`src/rtl/arduino_link_pkg.sv`:
```
// Shared constants and TX state encoding for the FPGA<->Arduino UART link.
// Used by both the outbound frame sender and the inbound angle receiver.
package arduino_link_pkg;

  localparam logic [7:0] DEFAULT_HEADER       = 8'hA5;
  localparam int         DEFAULT_CLKS_PER_BIT = 10416;  // 100 MHz / 9600 baud

  localparam int FRAME_BYTES          = 3;  // header, low, high
  localparam int FRAME_BYTES_CHECKSUM = 4;  // header, low, high, low^high

  typedef enum logic [1:0] {
    IDLE,
    START,
    DATA,
    STOP
  } txState_t;

endpackage

```
`src/rtl/uart_tx_byte.sv`:
```
// Single-byte 8N1 serializer; start bit on the cycle after start, line registered.
// Takes a new byte only while idle or on the last stop-bit cycle (byteDone), giving gapless bytes.
module uart_tx_byte
  import arduino_link_pkg::*;
#(
  parameter int CLKS_PER_BIT = DEFAULT_CLKS_PER_BIT
) (
  input  logic       clk,
  input  logic       rst,
  input  logic       start,
  input  logic [7:0] byteIn,
  output logic       idle,
  output logic       byteDone,
  output logic       txLine
);

  localparam int            CW   = (CLKS_PER_BIT > 1) ? $clog2(CLKS_PER_BIT) : 1;
  localparam logic [CW-1:0] LAST = CW'(CLKS_PER_BIT - 1);

  txState_t      state, stateNext;
  logic [CW-1:0] bitCnt, bitCntNext;
  logic [2:0]    bitIdx, bitIdxNext;
  logic [7:0]    shiftReg, shiftNext;
  logic          lineNext;
  logic          bitEnd;

  assign bitEnd   = (bitCnt == LAST);
  assign idle     = (state == IDLE);
  assign byteDone = (state == STOP) && bitEnd;

  always_ff @(posedge clk) begin
    if (rst) begin
      state    <= IDLE;
      bitCnt   <= '0;
      bitIdx   <= '0;
      shiftReg <= '0;
      txLine   <= 1'b1;
    end else begin
      state    <= stateNext;
      bitCnt   <= bitCntNext;
      bitIdx   <= bitIdxNext;
      shiftReg <= shiftNext;
      txLine   <= lineNext;
    end
  end

  always_comb begin
    stateNext  = state;
    bitCntNext = bitEnd ? '0 : bitCnt + 1'b1;
    bitIdxNext = bitIdx;
    shiftNext  = shiftReg;
    lineNext   = txLine;
    case (state)
      IDLE: begin
        bitCntNext = '0;
        lineNext   = 1'b1;
        if (start) begin
          stateNext = START;
          shiftNext = byteIn;
          lineNext  = 1'b0;
        end
      end
      START: begin
        if (bitEnd) begin
          stateNext  = DATA;
          bitIdxNext = '0;
          lineNext   = shiftReg[0];
        end
      end
      DATA: begin
        if (bitEnd) begin
          if (bitIdx == 3'd7) begin
            stateNext = STOP;
            lineNext  = 1'b1;
          end else begin
            bitIdxNext = bitIdx + 3'd1;
            shiftNext  = shiftReg >> 1;
            lineNext   = shiftReg[1];
          end
        end
      end
      STOP: begin
        // Chaining straight into the next start bit keeps bytes contiguous.
        if (bitEnd) begin
          if (start) begin
            stateNext = START;
            shiftNext = byteIn;
            lineNext  = 1'b0;
          end else begin
            stateNext = IDLE;
            lineNext  = 1'b1;
          end
        end
      end
      default: begin
        stateNext = IDLE;
        lineNext  = 1'b1;
      end
    endcase
  end

endmodule

```
`src/rtl/send_to_arduino.sv`:
```
// Frames a 16-bit word as HEADER, low, high (+ low^high with SEND_TO_ARDUINO_CHECKSUM_EN) over UART 8N1.
// Start bit one cycle after accept; ready is low for the whole frame and words offered while busy are dropped.
module send_to_arduino
  import arduino_link_pkg::*;
#(
  parameter int         CLKS_PER_BIT = DEFAULT_CLKS_PER_BIT,
  parameter logic [7:0] HEADER       = DEFAULT_HEADER,
  parameter int         SIZE         = 16
) (
  input  logic            clk,
  input  logic            rst,
  input  logic [SIZE-1:0] data,
  input  logic            dataValid,
  output logic            ready,
  output logic            serialToArduino
);

`ifdef SEND_TO_ARDUINO_CHECKSUM_EN
  localparam int NBYTES = FRAME_BYTES_CHECKSUM;
`else
  localparam int NBYTES = FRAME_BYTES;
`endif
  localparam logic [1:0] LAST_IDX = 2'(NBYTES - 1);

  logic [SIZE-1:0] word;
  logic [1:0]      byteIdx;
  logic            accept;
  logic            txIdle;
  logic            byteDone;
  logic            txStart;
  logic [7:0]      txByte;

  function automatic logic [7:0] frameByte(input logic [1:0] idx, input logic [SIZE-1:0] w);
    case (idx)
      2'd0:    return HEADER;
      2'd1:    return w[7:0];
      2'd2:    return w[15:8];
`ifdef SEND_TO_ARDUINO_CHECKSUM_EN
      default: return w[7:0] ^ w[15:8];
`else
      default: return HEADER;
`endif
    endcase
  endfunction

  // The serializer only idles between frames, so its idle flag is the ready.
  assign ready  = txIdle;
  assign accept = dataValid && ready;

  always_comb begin
    txStart = 1'b0;
    txByte  = HEADER;
    if (accept) begin
      txStart = 1'b1;
    end else if (byteDone && (byteIdx != LAST_IDX)) begin
      txStart = 1'b1;
      txByte  = frameByte(byteIdx + 2'd1, word);
    end
  end

  always_ff @(posedge clk) begin
    if (rst) begin
      word    <= '0;
      byteIdx <= '0;
    end else if (accept) begin
      word    <= data;
      byteIdx <= '0;
    end else if (byteDone) begin
      byteIdx <= (byteIdx == LAST_IDX) ? 2'd0 : byteIdx + 2'd1;
    end
  end

  uart_tx_byte #(
    .CLKS_PER_BIT(CLKS_PER_BIT)
  ) uTx (
    .clk     (clk),
    .rst     (rst),
    .start   (txStart),
    .byteIn  (txByte),
    .idle    (txIdle),
    .byteDone(byteDone),
    .txLine  (serialToArduino)
  );

endmodule

```
`config.mk`:
```
export PLATFORM = sky130hd
export DESIGN_NAME = send_to_arduino
export DESIGN_NICKNAME = d
export VERILOG_FILES = /design/src/rtl/arduino_link_pkg.sv /design/src/rtl/uart_tx_byte.sv /design/src/rtl/send_to_arduino.sv
export SDC_FILE = /design/constraint.sdc
export NUM_CORES = 1
export LEC_CHECK = 0
export ABC_AREA = 1
export CAP_MARGIN = 20
export CORE_UTILIZATION = 52
export DETAILED_ROUTE_END_ITERATION = 7
export PLACE_DENSITY = 0.87
export SYNTH_ARGS = -nofsm -noshare
export SYNTH_HDL_FRONTEND = slang
export SYNTH_HIERARCHICAL = 1
export SYNTH_SLANG_ARGS = --single-unit
```
`constraint.sdc`:
```
create_clock -name clk -period 2.2 [get_ports clk]
set_input_delay 0.55 -clock clk [delete_from_list [all_inputs] [get_ports clk]]
set_output_delay 0.55 -clock clk [all_outputs]
set_load 0.1 [all_outputs]
```
# After elaboration in Yosys (flattened, before gate mapping)
# Index checks and enable logic that the tools add are counted.
[totals]
register_bits = 46
inputBits = 19
output_inout_bits = 2
word_cells = 65
[op_classes]
addsub = 3
n_eq_ne = 15
muxes = 28
reduce_logical = 12
[ops]
columns = ["cell", "count"]
rows = [
  ["$mux 8", 6],
  ["$pmux 8 s3", 1],
  ["$pmux 8 s2", 1],
  ["$add 14x1->14 const B", 1],
  ["$eq 14x14->1 const B", 1],
  ["$mux 2", 6],
  ["$ne 2x1->1 const B", 5],
  ["$mux 3", 3],
  ["$eq 2x2->1 const B", 4],
  ["$mux 1", 8],
  ["$pmux 2 s4", 1],
  ["$reduce_and 4->1", 2],
  ["$pmux 3 s2", 1],
  ["$reduce_and 5->1", 1],
  ["$eq 2x1->1 const B", 2],
  ["$ne 2x2->1 const B", 2],
  ["$pmux 1 s4", 1],
  ["$add 3x1->3 const B", 1],
  ["$eq 3x3->1 const B", 1],
  ["$logic_and 1x1->1", 3],
  ["$reduce_and 3->1", 1],
  ["$reduce_bool 3->1", 1],
  ["$reduce_or 3->1", 1],
  ["$add 2x1->2 const B", 1],
  ["other kinds (3)", 3],
]

# Depth between registers and ports, before layout
[logic_depth]
depth_word = 8
ltp_mapped = 14

# Hierarchy
# The synthesis kept the hierarchy.
[modules_own_cells]
columns = ["mod", "instances", "cells_each", "area_per_inst_um2", "seq_area_each_um2"]
rows = [
  ["uart_tx_byte", 1, 216, 1586.5, 560.5],
  ["send_to_arduino", 1, 119, 825.8, 360.3],
]

# Worst setup path before layout
# Ideal clock, no wire load.
[synth_timing]
path_kind = "reg-to-reg"
from = "register uTx.state[0]"
to = "register uTx.shiftReg[6]"
setup_time_ns = 0.115
arrival_ns = 2.497
required_ns = 2.085
slack_ns = -0.412
path_stages_with_launch = 12
n_path_buf = 2
synth_period_minus_slack_ns = 2.612
path_cell_list = "dfxtp_1 inv_1 ha_1 nand2_1 buf_2 nand2_1 inv_1 a211oi_4 buf_6 nand3_1 nand2_1 nor2_1"
[synth_via]
word_cells_on_any_way = 18
[synth_rtl]
columns = ["item", "line", "text"]
rows = [
  ["from (decl)", "uart_tx_byte.sv:20", "txState_t state, stateNext;"],
  ["from (signal assigned)", "uart_tx_byte.sv:39", "state <= stateNext;"],
  ["$logic_not 2->1 (*)", "uart_tx_byte.sv:28", "assign idle = (state == IDLE);"],
  ["net ready", "send_to_arduino.sv:14", "output logic ready,"],
  ["$logic_and 1x1->1 (*)", "send_to_arduino.sv:48", "assign accept = dataValid && ready;"],
  ["$mux 1 (*)", "send_to_arduino.sv:53", "if (accept) begin"],
  ["net txStart", "send_to_arduino.sv:30", "logic txStart;"],
  ["$mux 8 (*)", "uart_tx_byte.sv:57, uart_tx_byte.sv:85", ""],
  ["$mux 8", "uart_tx_byte.sv:84", "if (bitEnd) begin"],
  ["$pmux 8 s3 (*)", "uart_tx_byte.sv:53", "case (state)"],
  ["to (signal assigned)", "uart_tx_byte.sv:42", "shiftReg <= shiftNext;"],
  ["to (decl)", "uart_tx_byte.sv:23", "logic [7:0] shiftReg, shiftNext;"],
]
# The timed path passes the listed nets; every way through them passes the cells marked *. The select of a mux whose other input is x is not followed.
# A chain may end at the register's enable or synchronous reset.

# Worst setup path after layout
[layout_timing]
from = "register uTx.bitCnt[0]"
to = "register uTx.shiftReg[2]"
[layout_via]
elab_chain_cells = 8
word_cells_on_any_way = 13
[layout_rtl]
columns = ["item", "line", "text"]
rows = [
  ["from (decl)", "uart_tx_byte.sv:21", "logic [CW-1:0] bitCnt, bitCntNext;"],
  ["from (signal assigned)", "uart_tx_byte.sv:40", "bitCnt <= bitCntNext;"],
  ["$eq 14x14->1 (*)", "uart_tx_byte.sv:27", "assign bitEnd = (bitCnt == LAST);"],
  ["$logic_and 1x1->1 (*)", "uart_tx_byte.sv:29", "assign byteDone = (state == STOP) && bitEnd;"],
  ["net byteDone", "send_to_arduino.sv:29", "logic byteDone;"],
  ["$logic_and 1x1->1 (*)", "send_to_arduino.sv:55", "end else if (byteDone && (byteIdx != LAST_IDX)) begin"],
  ["$mux 1 (*)", "send_to_arduino.sv:55", ""],
  ["$mux 1 (*)", "send_to_arduino.sv:53", ""],
  ["net txStart", "send_to_arduino.sv:30", ""],
  ["$mux 8 (*)", "uart_tx_byte.sv:57, uart_tx_byte.sv:85", ""],
  ["$mux 8", "uart_tx_byte.sv:84", ""],
  ["$pmux 8 s3 (*)", "uart_tx_byte.sv:53", ""],
]
# Marked as above.

==> run_results.csv <==
group,metric,value,unit
clocking,cts_tree,"yes",
drt,vias,2175,
floorplan,io_pins,21,
critical_path,setup.worst_path.end_class,"flop",
sta,min_period,2.02,ns
final_layout,utilization,63.0,%
pwr,powerDensity,999,mW/mm^2
grt,overflow,0,
logic_synthesis,synthCells,335,
floorplan,fp.dieW,70.1,um
critical_path,crit_required,2.41,ns
floorplan,die_area,0.00492,mm^2
grt,grtUsageTotal,21.3,%
sta,slew_violations,0,
sta,setup_viol_count_final,0,
outcome,outcome,"finished clean",
clocking,cts-root-buf,"clkbuf_8",
logic_synthesis,syn_nets,363,
critical_path,slowest_delay,0.37,ns
logic_synthesis,postSynthAreaPerCell,7.20,um^2
clocking,cts.sinks,46,
sta,period_share,91.9,%
pwr,power,2.78,mW
logic_synthesis,ys_warn_count,6,
final_layout,finalNonFillerCells,413,
sta,hold_viol,0,
drt,drt_iter0_markers,78,
drt,via_per_inst,5.27,
grt,grt_pass1_vias,2087,
drt,drt-wirelength-per-cell,11.6,um
place,hpwl,3550,um
clocking,postCtsHoldBufs,0,
critical_path,critPathSlowestCell,"dfxtp_1",
floorplan,row_count,24,
critical_path,cp_cell_sequence,"ha_2 > nand3_1 > nor2_2 > nand2_2 > nor2_1 > nand2_1 > nand2_1 > inv_1 > a211oi_4 > buf_12 > nand3_1 > nand2_1 > nor2_1",
place,placed_cell_area,0.00268,mm^2
grt,grt_antenna_before_repair,0,
critical_path,cp-start-kind,"flop",
sta,slew_headroom,75.1,%
place,port_buffers,20,
floorplan,fp.dieH,70.1,um
place,numPlacedInstances,405,
grt,grt_max_degree,20,
clocking,cts_max_path_buffers,2,
pwr,p_leak,1.09,nW
final_layout,drive_gt1_share,11.1,%
floorplan,start_util,54.6,%
logic_synthesis,synth-seq-cells,46,
logic_synthesis,synth-edff-count,0,
final_layout,fillerInstances,385,
critical_path,cp.arrival,2.23,ns
floorplan,fp.coreArea,0.00441,mm^2
critical_path,crit_top_cell,"nand2_1",
drt,routed_wirelength,4800,um
job,cap_viol_max_count,0,
logic_synthesis,async_flop_share,0,%
sta,fin_skew,0.00632,ns
clocking,h-tree-depth,2,
logic_synthesis,ys.flop_type,"dfxtp_1",
critical_path,crit_type,"reg -> reg",
logic_synthesis,syn_area,0.00241,mm^2
logic_synthesis,yosysUniqueCellTypes,36,
sta,max_freq,495,MHz
clocking,clk_transition_reported_paths,0.09,ns
logic_synthesis,seq_area_frac_synth,38.2,%
drt,dr.pass1.iters,4,
final_layout,stdcell_area,0.00278,mm^2
critical_path,critPathMaxFanout,16,
grt,grt_first_pass_wirelength,8460,um
final_layout,fin_nets,388,
clocking,clkLatencyLatePin,0.31,ns
final_layout,area_growth,15.4,%
place,place_congestion,0.894,
drt,ant_nets,0,
drt,drc_errors,0,
sta,tightest_slew,0.370,ns
hold_path,hp-class,"reg -> reg",
clocking,cts_buffers,5,
pwr,peakVddDrop,0.491,mV
final_layout,n_antenna_cell,0,
## cells in the mapped netlist, drive strengths merged, types with 2 or more instances
cell / instances / area (um^2)
a21oi: 22 / 110
buf: 8 / 76.3
dfxtp: 46 / 921
ha: 9 / 113
inv: 35 / 136
mux2i: 6 / 60.1
nand2: 69 / 274
nand3: 24 / 133
nand4: 6 / 37.5
nor2: 67 / 282
nor3: 6 / 35.0
o21ai: 21 / 105
or2: 2 / 12.5
xor2: 6 / 52.6
## repair_timing
| item | CTS | global route |
|---|---|---|
| endpoints found under the setup margin | 0 | 8 |
| gates resized for setup | 0 | 2 |
| setup buffers | 0 | 0 |
## registers in the layout, indices dropped and copies added (netlist names)
register      flops
uTx/bitCnt       14
byteIdx           2
uTx/state         2
uTx/bitIdx        3
word             16
uTx/shiftReg      8
uTx/txLine        1
## metrics by stage
stage / worst slack [ns] / setup TNS [ns] / hold slack [ns]
floorplan: 0.00651 / 0 / 0.418
global placement: 0.155 / 0 / 0.430
detailed placement: 0.133 / 0 / 0.458
CTS: 0.115 / 0 / 0.472
global route: -0.000506 / -0.000506 / 0.488
finish: 0.179 / 0 / 0.469
## placed cells by master, fill, tap and decap left out, types with 2 or more instances in the layout
cell type / n
a21oi_1: 22
nor2_2: 4
buf_4: 7
buf_12: 2
inv_1: 30
o21ai_1: 3
dfxtp_1: 46
mux2i_1: 6
clkdlybuf4s50_1: 18
clkinv_2: 2
inv_2: 4
ha_1: 7
nor3_1: 5
nand3_1: 23
nor2_4: 3
o21ai_0: 18
nand2_1: 65
nand2_2: 3
nor2_1: 60
nand4_1: 6
clkbuf_8: 6
xor2_1: 6
## final timing paths
kind | from | endpoint | slack (ns) | cells past startpoint
setup reg to reg | uTx/bitCnt[0] | uTx/shiftReg[2] | 0.18 | 13
setup / recovery | uTx/bitCnt[0] | uTx/shiftReg[2] | 0.18 | 13
hold / removal | uTx/bitCnt[0] | uTx/bitCnt[0] | 0.47 | 1
hold reg to reg | uTx/bitCnt[0] | uTx/bitCnt[0] | 0.47 | 1
## layout make-up
type / instances / area, um^2 / area share (%)
tap: 52 / 65.1 / 2.34
inverter: 36 / 141 / 5.08
timing repair buffer: 27 / 273 / 9.80
sequential: 46 / 921 / 33.1
multi-input combinational: 244 / 1290 / 46.3
clock buffer: 6 / 82.6 / 2.97
clock inverter: 2 / 12.5 / 0.450
## critical path: cells and delay by family, from the launching register on
| family | cells | cell delay, ns |
|---|---|---|
| and+or+nand+nor | 9 | 0.84 |
| DFF | 1 | 0.37 |
| buffers and inverters | 2 | 0.25 |
| AOI/OAI and AO/OA | 1 | 0.25 |
| adders and majority gates | 1 | 0.21 |
## report_power, final
| group | total, mW | leakage (nW) | switching [mW] | internal (mW) |
|---|---|---|---|---|
| sequential | 1.09 | 0.377 | 0.0960 | 0.998 |
| combinational | 1.14 | 0.664 | 0.687 | 0.456 |
| clock | 0.541 | 0.0472 | 0.288 | 0.253 |
| total | 2.78 | 1.09 | 1.07 | 1.71 |
## per-layer routing
layer | vias to the layer above | global-route usage [%] | routed length [um]
met2 | 44 | 37.5 | 2410
met5 | - | 0 | 0
met3 | 8 | 6.49 | 225
li1 | 1126 | - | -
met4 | 0 | 8.67 | 77
met1 | 997 | 23.8 | 2080
## kinds of logic after synthesis
group	synth area share (%)
simple gates	32.7
compound gates	10.6
flops	38.2
buf+inv	9.18
fa+ha+maj	4.67
xor+xnor	2.18
mux	2.49
Note: power is estimated with default switching activity, not from simulation.
